<file path="config.mk">
export PLATFORM = sky130hd
export DESIGN_NAME = instr_encoder
export DESIGN_NICKNAME = d
export VERILOG_FILES = /design/src/rtl/instr_encoder.sv
export SDC_FILE = /design/constraint.sdc
export NUM_CORES = 1
export LEC_CHECK = 0
export CORE_ASPECT_RATIO = 1.4
export CORE_MARGIN = 8
export CORE_UTILIZATION = 29
export CTS_CLUSTER_DIAMETER = 200
export CTS_CLUSTER_SIZE = 16
export DETAILED_ROUTE_END_ITERATION = 8
export SETUP_SLACK_MARGIN = 0.02
export SLEW_MARGIN = 40
export SYNTH_ARGS = -nofsm -noshare
export SYNTH_HDL_FRONTEND = slang
export SYNTH_SLANG_ARGS = --single-unit
</file>
<file path="constraint.sdc">
create_clock -name clk -period 2.25 [get_ports clk]
set_input_delay 0.225 -clock clk [delete_from_list [all_inputs] [get_ports clk]]
set_output_delay 0.225 -clock clk [all_outputs]
set_load 0.05 [all_outputs]
</file>
<file path="src/rtl/instr_encoder.sv">
// instr_encoder: packs MIPS mnemonic fields into 32-bit words and streams them into instruction memory.
// Latency: a bundle accepted at edge N into an empty, idle block raises imem_we from edge N+1.
// Backpressure: in_ready drops when the FIFO is full; imem_ack low holds the write stable.
// Optional feature macro INSTR_ENC_ILLEGAL_TRAP_EN: drop illegal mnemonics and flag err.

// Generic single-clock FIFO. Registered storage with a combinational head.
// Latency: a word pushed at edge N is visible on pop_dat after edge N.
// Backpressure: the caller must not push when full or pop when empty.
module fifo #(
    parameter int W     = 32,
    parameter int DEPTH = 4
) (
    input  logic         clk,
    input  logic         rst_n,
    input  logic         push,
    input  logic [W-1:0] push_dat,
    input  logic         pop,
    output logic [W-1:0] pop_dat,
    output logic         full,
    output logic         empty
);
    localparam int AW = $clog2(DEPTH);

    logic [AW-1:0] wr_ptr_q, wr_ptr_d;
    logic [AW-1:0] rd_ptr_q, rd_ptr_d;
    logic [AW:0]   cnt_q, cnt_d;
    logic [W-1:0]  mem_q [DEPTH];

    // Pointer and occupancy update; simultaneous push and pop leave the count unchanged.
    always_comb begin
        wr_ptr_d = push ? wr_ptr_q + AW'(1) : wr_ptr_q;
        rd_ptr_d = pop  ? rd_ptr_q + AW'(1) : rd_ptr_q;
        cnt_d    = cnt_q;
        if (push && !pop) begin
            cnt_d = cnt_q + (AW+1)'(1);
        end else if (pop && !push) begin
            cnt_d = cnt_q - (AW+1)'(1);
        end
    end

    // Control state; reset empties the FIFO.
    always_ff @(posedge clk or negedge rst_n) begin
        if (!rst_n) begin
            wr_ptr_q <= '0;
            rd_ptr_q <= '0;
            cnt_q    <= '0;
        end else begin
            wr_ptr_q <= wr_ptr_d;
            rd_ptr_q <= rd_ptr_d;
            cnt_q    <= cnt_d;
        end
    end

    // Storage array; contents are only meaningful between the pointers, so no reset.
    always_ff @(posedge clk) begin
        if (push) begin
            mem_q[wr_ptr_q] <= push_dat;
        end
    end

    assign pop_dat = mem_q[rd_ptr_q];
    assign full    = (cnt_q == (AW+1)'(DEPTH));
    assign empty   = (cnt_q == '0);
endmodule

module instr_encoder #(
    parameter int DEPTH     = 4,
    parameter int ADDR_W    = 10,
    parameter int BASE_ADDR = 0
) (
    input  logic              clk,
    input  logic              rst_n,
    input  logic              start,
    input  logic              in_valid,
    output logic              in_ready,
    input  logic [3:0]        in_op,
    input  logic [4:0]        in_rs,
    input  logic [4:0]        in_rt,
    input  logic [4:0]        in_rd,
    input  logic [15:0]       in_imm,
    input  logic [25:0]       in_target,
    output logic              imem_we,
    output logic [ADDR_W-1:0] imem_addr,
    output logic [31:0]       imem_wdata,
    input  logic              imem_ack,
    output logic              busy,
    output logic              wrapped,
    output logic              err
);
    typedef enum logic {IDLE, WRITE} state_t;

    localparam logic [ADDR_W-1:0] BASE = ADDR_W'(BASE_ADDR);

    state_t            state_q, state_d;
    logic              we_q, we_d;
    logic [ADDR_W-1:0] addr_q, addr_d;
    logic [31:0]       wdata_q, wdata_d;
    logic              wrapped_q, wrapped_d;
    logic [31:0]       enc_dat;
    logic              accept, push, pop;
    logic [31:0]       fifo_dat;
    logic              fifo_full, fifo_empty;
    logic              start_ok;

    // Field packing; unlisted mnemonics become an all-zero word (NOP).
    always_comb begin
        enc_dat = '0;
        case (in_op)
            4'd0:  enc_dat = {6'h00, in_rs, in_rt, in_rd, 5'd0, 6'h20};
            4'd1:  enc_dat = {6'h00, in_rs, in_rt, in_rd, 5'd0, 6'h22};
            4'd2:  enc_dat = {6'h00, in_rs, in_rt, in_rd, 5'd0, 6'h24};
            4'd3:  enc_dat = {6'h00, in_rs, in_rt, in_rd, 5'd0, 6'h25};
            4'd4:  enc_dat = {6'h00, in_rs, in_rt, in_rd, 5'd0, 6'h2A};
            4'd5:  enc_dat = {6'h08, in_rs, in_rt, in_imm};
            4'd6:  enc_dat = {6'h0D, in_rs, in_rt, in_imm};
            4'd7:  enc_dat = {6'h23, in_rs, in_rt, in_imm};
            4'd8:  enc_dat = {6'h2B, in_rs, in_rt, in_imm};
            4'd9:  enc_dat = {6'h04, in_rs, in_rt, in_imm};
            4'd10: enc_dat = {6'h05, in_rs, in_rt, in_imm};
            4'd11: enc_dat = {6'h02, in_target};
            4'd12: enc_dat = {6'h03, in_target};
            default: enc_dat = '0;
        endcase
    end

    assign in_ready = !fifo_full;
    assign accept   = in_valid && in_ready;
    assign busy     = !fifo_empty || we_q;
    assign start_ok = start && !busy;

`ifdef INSTR_ENC_ILLEGAL_TRAP_EN
    logic op_illegal;
    logic err_q, err_d;

    assign op_illegal = (in_op >= 4'd13);
    assign push       = accept && !op_illegal;

    // Sticky illegal-mnemonic flag; a new session clears it, a same-cycle trap wins.
    always_comb begin
        err_d = err_q;
        if (start_ok) begin
            err_d = 1'b0;
        end
        if (accept && op_illegal) begin
            err_d = 1'b1;
        end
    end

    // Error flag register.
    always_ff @(posedge clk or negedge rst_n) begin
        if (!rst_n) begin
            err_q <= 1'b0;
        end else begin
            err_q <= err_d;
        end
    end

    assign err = err_q;
`else
    assign push = accept;
    assign err  = 1'b0;
`endif

    fifo #(.W(32), .DEPTH(DEPTH)) u_fifo (
        .clk      (clk),
        .rst_n    (rst_n),
        .push     (push),
        .push_dat (enc_dat),
        .pop      (pop),
        .pop_dat  (fifo_dat),
        .full     (fifo_full),
        .empty    (fifo_empty)
    );

    // Write FSM: load the output register from the FIFO head, hold it until ack, chain back-to-back.
    always_comb begin
        state_d   = state_q;
        we_d      = we_q;
        addr_d    = addr_q;
        wdata_d   = wdata_q;
        wrapped_d = wrapped_q;
        pop       = 1'b0;
        case (state_q)
            IDLE: begin
                if (!fifo_empty) begin
                    pop     = 1'b1;
                    wdata_d = fifo_dat;
                    we_d    = 1'b1;
                    state_d = WRITE;
                end
            end
            WRITE: begin
                if (imem_ack) begin
                    addr_d = addr_q + ADDR_W'(1);
                    if (&addr_q) begin
                        wrapped_d = 1'b1;
                    end
                    if (!fifo_empty) begin
                        pop     = 1'b1;
                        wdata_d = fifo_dat;
                    end else begin
                        we_d    = 1'b0;
                        state_d = IDLE;
                    end
                end
            end
            default: state_d = IDLE;
        endcase
        // Only reachable while idle with an empty FIFO, so it never races a write.
        if (start_ok) begin
            addr_d    = BASE;
            wrapped_d = 1'b0;
        end
    end

    // FSM and output registers; reset abandons any pending write at once.
    always_ff @(posedge clk or negedge rst_n) begin
        if (!rst_n) begin
            state_q   <= IDLE;
            we_q      <= 1'b0;
            addr_q    <= BASE;
            wdata_q   <= '0;
            wrapped_q <= 1'b0;
        end else begin
            state_q   <= state_d;
            we_q      <= we_d;
            addr_q    <= addr_d;
            wdata_q   <= wdata_d;
            wrapped_q <= wrapped_d;
        end
    end

    assign imem_we    = we_q;
    assign imem_addr  = addr_q;
    assign imem_wdata = wdata_q;
    assign wrapped    = wrapped_q;
endmodule
</file>
# Yosys cells after proc, flatten, opt, wreduce, memory -nomap -nowiden
# Memories as Yosys holds them, arrays and structs flattened.
# Index checks and enable logic that the tools add are counted.
dict set report word_totals {
  register_bits 52
  ramBits 128
  inputBits 66
  out_inout_bits 47
  word_cells 75
  n_memories 1
}
dict set report classes {
  n_addsub 5
  n_eq_ne 16
  mux 24
  bitwise_logic 1
  reduce_logical 20
}
# name words word_bits read_ports rd_ports_with_merged_regs wr line
set memory_table {}
lappend memory_table {u_fifo.mem_q 4 32 1 0 1 27} ;# logic [W-1:0] mem_q [DEPTH];
# cell count
set op_table {}
lappend op_table {{32-bit one-hot mux with 13 select lines} 1}
lappend op_table {{32-bit two-way mux} 2}
lappend op_table {{32-bit one-hot mux with 2 select lines} 1}
lappend op_table {{10-bit two-way mux} 3}
lappend op_table {{4-bit == test (second input constant)} 5}
lappend op_table {{4-bit by 3-bit == test with 1-bit output (second input constant)} 4}
lappend op_table {{1-bit two-way mux} 12}
lappend op_table {{10-bit by 1-bit adder with 10-bit output (second input constant)} 1}
lappend op_table {{10-bit AND reduction} 1}
lappend op_table {{4-bit by 2-bit == test with 1-bit output (second input constant)} 2}
lappend op_table {{2-bit nonzero test} 4}
lappend op_table {{3-bit two-way mux} 2}
lappend op_table {{1-bit one-hot mux with 2 select lines} 3}
lappend op_table {{3-bit AND reduction} 2}
lappend op_table {{1-bit logical NOT} 5}
lappend op_table {{2-bit by 1-bit adder with 2-bit output (second input constant)} 2}
lappend op_table {{4-bit by 1-bit == test with 1-bit output (second input constant)} 1}
lappend op_table {{1-bit logical AND} 4}
lappend op_table {{4-bit logical NOT} 1}
lappend op_table {{2-bit inequality test (second input constant)} 2}
lappend op_table {{3-bit by 1-bit adder with 3-bit output (second input constant)} 1}
lappend op_table {{3-bit == test (second input constant)} 1}
lappend op_table {{3-bit logical NOT} 1}
lappend op_table {{3-bit by 1-bit subtractor with 3-bit output (second input constant)} 1}
lappend op_table {{other kinds (4)} 4}

# Longest topological paths before layout
dict set report logic_depth {
  depth_word 7
  depth_mapped 10
  depth_no_buf 9
}

# By module
# Synthesis repeated with hierarchy kept, for this count alone.
dict set report hier_totals {
  hier_cells 429
  area_unflattened_um2 7500.9
}
# module instances cells_each area_each_um2 seq_area_each_um2
set modules_own_cells {}
lappend modules_own_cells {fifo 1 202 5059.9 4018.9}
lappend modules_own_cells {instr_encoder 1 227 2441.1 1126.1}

# Worst setup path after synthesis
# OpenSTA, ideal clock, no wires.
dict set report synth_path {
  path_type {reg-to-reg}
  from {register u_fifo.cnt_q[0]}
  to {register u_fifo.cnt_q[1]}
  setup_ns 0.125
  arrival_ns 2.141
  required_ns 2.125
  slack_ns -0.015
  stages_incl_launch_ff 8
  path_buffers 0
  synth_period_minus_slack_ns 2.265
  path_cell_list {dfrtp_1 > nor2_1 > nand2_1 > and2_0 > ha_1 > inv_1 > fa_1 > mux2_2}
}
dict set report synth_via {
  elab_cells_between_ends 16
  cone_classes {add/sub (2); eq/ne (1); mux (5); reduce/logical (8)}
}
# element line
set synth_rtl {}
lappend synth_rtl {{start: declaration} 26} ;# logic [AW:0] cnt_q, cnt_d;
lappend synth_rtl {{start signal: assignment} 50} ;# cnt_q <= cnt_d;
lappend synth_rtl {{3-bit == test} 62} ;# assign full = (cnt_q == (AW+1)'(DEPTH));
lappend synth_rtl {{1-bit logical NOT} 126} ;# assign in_ready = !fifo_full;
lappend synth_rtl {{via in_ready} 75} ;# output logic in_ready,
lappend synth_rtl {{1-bit logical AND} 127} ;# assign accept = in_valid && in_ready;
lappend synth_rtl {{via accept} 100} ;# logic accept, push, pop;
lappend synth_rtl {{1-bit logical AND} 34} ;# if (push && !pop) begin
lappend synth_rtl {{3-bit two-way mux} 34}
lappend synth_rtl {{via u_fifo.cnt_d[1]} 26}
# The timed path passes the listed nets, and every way through them passes these cells. The select of a mux whose other input is x is not followed.
# A chain may end at the register's enable or synchronous reset.

# Worst setup path after layout
dict set report layout_path {
  from {register u_fifo.cnt_q[0]}
  to {output busy}
}
dict set report layout_via {
  elab_chain_len 3
}
# element line
set layout_rtl {}
lappend layout_rtl {{3-bit logical NOT} 63} ;# assign empty = (cnt_q == '0);
lappend layout_rtl {{1-bit logical NOT} --}
lappend layout_rtl {{1-bit logical OR} 128} ;# assign busy = !fifo_empty || we_q;
lappend layout_rtl {{end: declaration} 86} ;# output logic busy,
# No other way between the ends.

==> flow_summary.yaml <==
detailed_routing:
  routed_wl_um: 17400
  vias: 4232
  first_pass_iters: 4
  wl_per_cell_um: 19.5
  drt_iter0_drc: 209
  ant_nets: 0
  routed_via_density: 4.74
  drc_errors: 0
grt:
  grt_max_degree: 34
  grt_pass1_wl_um: 26800
  first_global_vias: 4613
  grt.overflow.total: 0
  grtUsageTotal_pct: 11.7
  antenna_found_initial: 0
cells_and_area:
  n_antenna_cell: 0
  ff_latch_area_mm2: 0.00500
  fill_cells: 2343
  area_growth_pct: 30.0
  multi_input_area_mm2: 0.00223
  postLayoutCellArea_mm2: 0.00964
  postLayoutCoreUtil_pct: 38.1
  drive_gt1_share_pct: 22.9
  final_cells: 892
  nets: 633
setup_path:
  cp-start-kind: "register"
  end_kind: "output port"
  cp_slowest_stage_delay_ns: 0.46
  path_max_fanout: 5
  worstSetupPathType: "reg2out"
  crit_slowest_cell: "dfrtp_1"
  worstPathRequired_ns: 2.03
  path_cells: "nor3_2 > nand2b_1 > dlygate4sd2_1"
  cp.arrival_ns: 1.75
yosys:
  ys.flop_type: "edfxtp_1"
  syn_inst: 419
  yosys_warnings: 0
  postSynthRegisterBits: 175
  synth_edf_count: 124
  ys_seq_area_share_pct: 67.5
  yosysUniqueCellTypes: 51
  postSynthAreaPerCell_um2: 17.7
  synth.cell_area_mm2: 0.00741
  synthArstFlopShare_pct: 29.1
place:
  gp_congestion: 0.837
  dpl.hpwl_um: 12100
  dpl_cell_area_mm2: 0.00905
  port_buffers: 110
  dp.cells: 859
  place_ws_ns: -0.0113
worst_hold_path:
  hp-class: "in2async"
pwr:
  p_leak_nw: 3.61
  ir_drop_uv: 777
  power.density_mw_per_mm2: 1330
sta:
  slew_headroom_pct: 53.4
  fin_ws_ns: 0.274
  post-route-period-util_pct: 87.8
  final-hold-violation-count: 0
  worst_pin_slew_ns: 0.700
  finClkSkew_ns: 0.00978
  finalSetupViolCount: 0
  drv_slew: 0
  period_minus_slack_ns: 1.98
  rsz0062_at_grt: "no"
  fmax_mhz: 506
cts:
  clk_pin_slew_worst_paths_ns: 0.06
  h-tree-depth: 4
  cts.sinks: 175
  cts_made_buffers: 17
  cts_root_buffer: "clkbuf_16"
  cts_tree: "yes"
  clockBufferDepth: 2
  insertion_delay_ns: 0.43
die:
  rows: 69
  die_area_mm2: 0.0310
  core_mm2: 0.0253
  die_w_um: 151
  num_io_pins: 113
  start_util_pct: 29.3
  die_h_um: 205
flow_run:
  maxCapViolCount: 0
outcome:
  status: "finished clean"
[sequential cells by signal, summed over array words and instances (netlist names)]
name and count:
state_q 1, wrapped 1, u_fifo.mem_q 124, u_fifo.cnt_q 3
imem_addr 10, imem_wdata 31, u_fifo.rd_ptr_q 2, u_fifo.wr_ptr_q 2
imem_we 1
[stage by stage]
stage	hold WS [ns]	setup TNS, ns	power [mW]
6_report	0.351	0	12.9
5_1_grt	0.410	0	13.5
4_1_cts	0.363	0	13.1
3_5_place_dp	0.287	-0.0449	10.2
3_3_place_gp	0.281	-9.64	10.0
2_1_floorplan	-0.0706	0	8.48
[worst max-delay path: cells and delay by family, from the launching register on]
family,cells,cell delay (ns)
buf+inv,1,0.44
flops,1,0.46
simple gates,2,0.43
[synthesized netlist by cell type (all sizes together) (2+ instances only)]
library cell | number | area, um^2
edfxtp | 124 | 3720
dfrtp | 51 | 1280
mux2 | 33 | 477
mux4 | 31 | 709
a22o | 21 | 184
buf | 19 | 160
nor2 | 17 | 63.8
nand2 | 14 | 52.6
inv | 10 | 37.5
o21ai | 9 | 45.0
xor2 | 9 | 78.8
a21o | 7 | 52.6
a21oi | 7 | 42.5
nand2b | 7 | 43.8
ha | 6 | 75.1
nand3 | 6 | 30.0
xnor2 | 6 | 52.6
and3 | 5 | 31.3
and2 | 4 | 25.0
o22ai | 4 | 25.0
a2bb2oi | 2 | 17.5
a32oi | 2 | 17.5
and4 | 2 | 17.5
clkbuf | 2 | 7.51
nor3 | 2 | 15.0
nor3b | 2 | 15.0
o211ai | 2 | 15.0
or2 | 2 | 12.5
[power by group]
part           internal [mW]  switching [mW]  total [mW]  leakage (nW)
Combinational           2.27            2.73        5.01          1.57
Sequential              4.44           0.508        4.94          1.76
Clock                   1.74            1.17        2.91         0.278
[per-layer routing]
layer  share of wire (%)  track usage [%]  vias up
met3                 4.7             2.41       18
met4                 1.7             5.00        0
met5                   0                0        -
li1                    -                -     1907
met1                  40             13.4     2196
met2                  53             20.6      111
[cells in the final DEF, fill, tap and decap left out, drive strengths merged, types with 11 or more instances in the layout]
master | Yosys | layout
nand2 | 14 | 14
mux2 | 33 | 33
nor2 | 17 | 17
dfrtp | 51 | 51
inv | 10 | 11
mux4 | 31 | 31
clkdlybuf4s50 | 0 | 107
clkbuf | 2 | 21
buf | 19 | 32
edfxtp | 124 | 124
a22o | 21 | 21
[path summary, 6_finish.rpt]
path                                             startpoint                           to  slack (ns)  depth (start not counted)
max in group asynchronous                             rst_n    imem_wdata[5]$_DFFE_PN0P_        1.23                          3
worst max register to register  u_fifo.cnt_q[0]$_DFFE_PN0P_  u_fifo.cnt_q[2]$_DFFE_PN0P_        0.28                          9
worst max-delay path            u_fifo.cnt_q[0]$_DFFE_PN0P_                         busy        0.27                          3
worst min register to register          wrapped$_DFFE_PN0P_          wrapped$_DFFE_PN0P_        0.50                          2
min in group clk                        wrapped$_DFFE_PN0P_          wrapped$_DFFE_PN0P_        0.50                          2
worst min-delay path                                  rst_n     imem_addr[2]$_DFFE_PN0P_        0.35                          2
[cell type report]
type / instances / area share, %
repair buffers: 142 / 14.4
well taps: 319 / 4.14
multi-input cells: 214 / 23.2
inverters: 10 / 0.389
flip-flops and latches: 175 / 51.9
clock buffers: 21 / 4.57
clock inverters: 11 / 1.45
[logic make-up (layout without fill, tap and decap cells)]
group	after synthesis	in the layout	synth area share, %
AO/OA/AOI/OAI	60	60	6.04
other	1	2	0.0506
multiplexers	65	65	16.1
AND/OR/NAND/NOR	65	65	4.49
flip-flops	175	175	67.5
adder cells (fa/ha/maj)	7	7	1.28
XOR/XNOR	15	15	1.77
buffers and inverters	31	184	2.77
[repair_timing]
item | 4_1_cts | 5_1_grt
gates resized for setup | 2 | 0
setup endpoints to repair | 2 | 0
hold buffers | 1 | 0
setup buffers | 0 | 0
hold endpoints to repair | 22 | 0
Note: power is estimated with default switching activity, not from simulation.
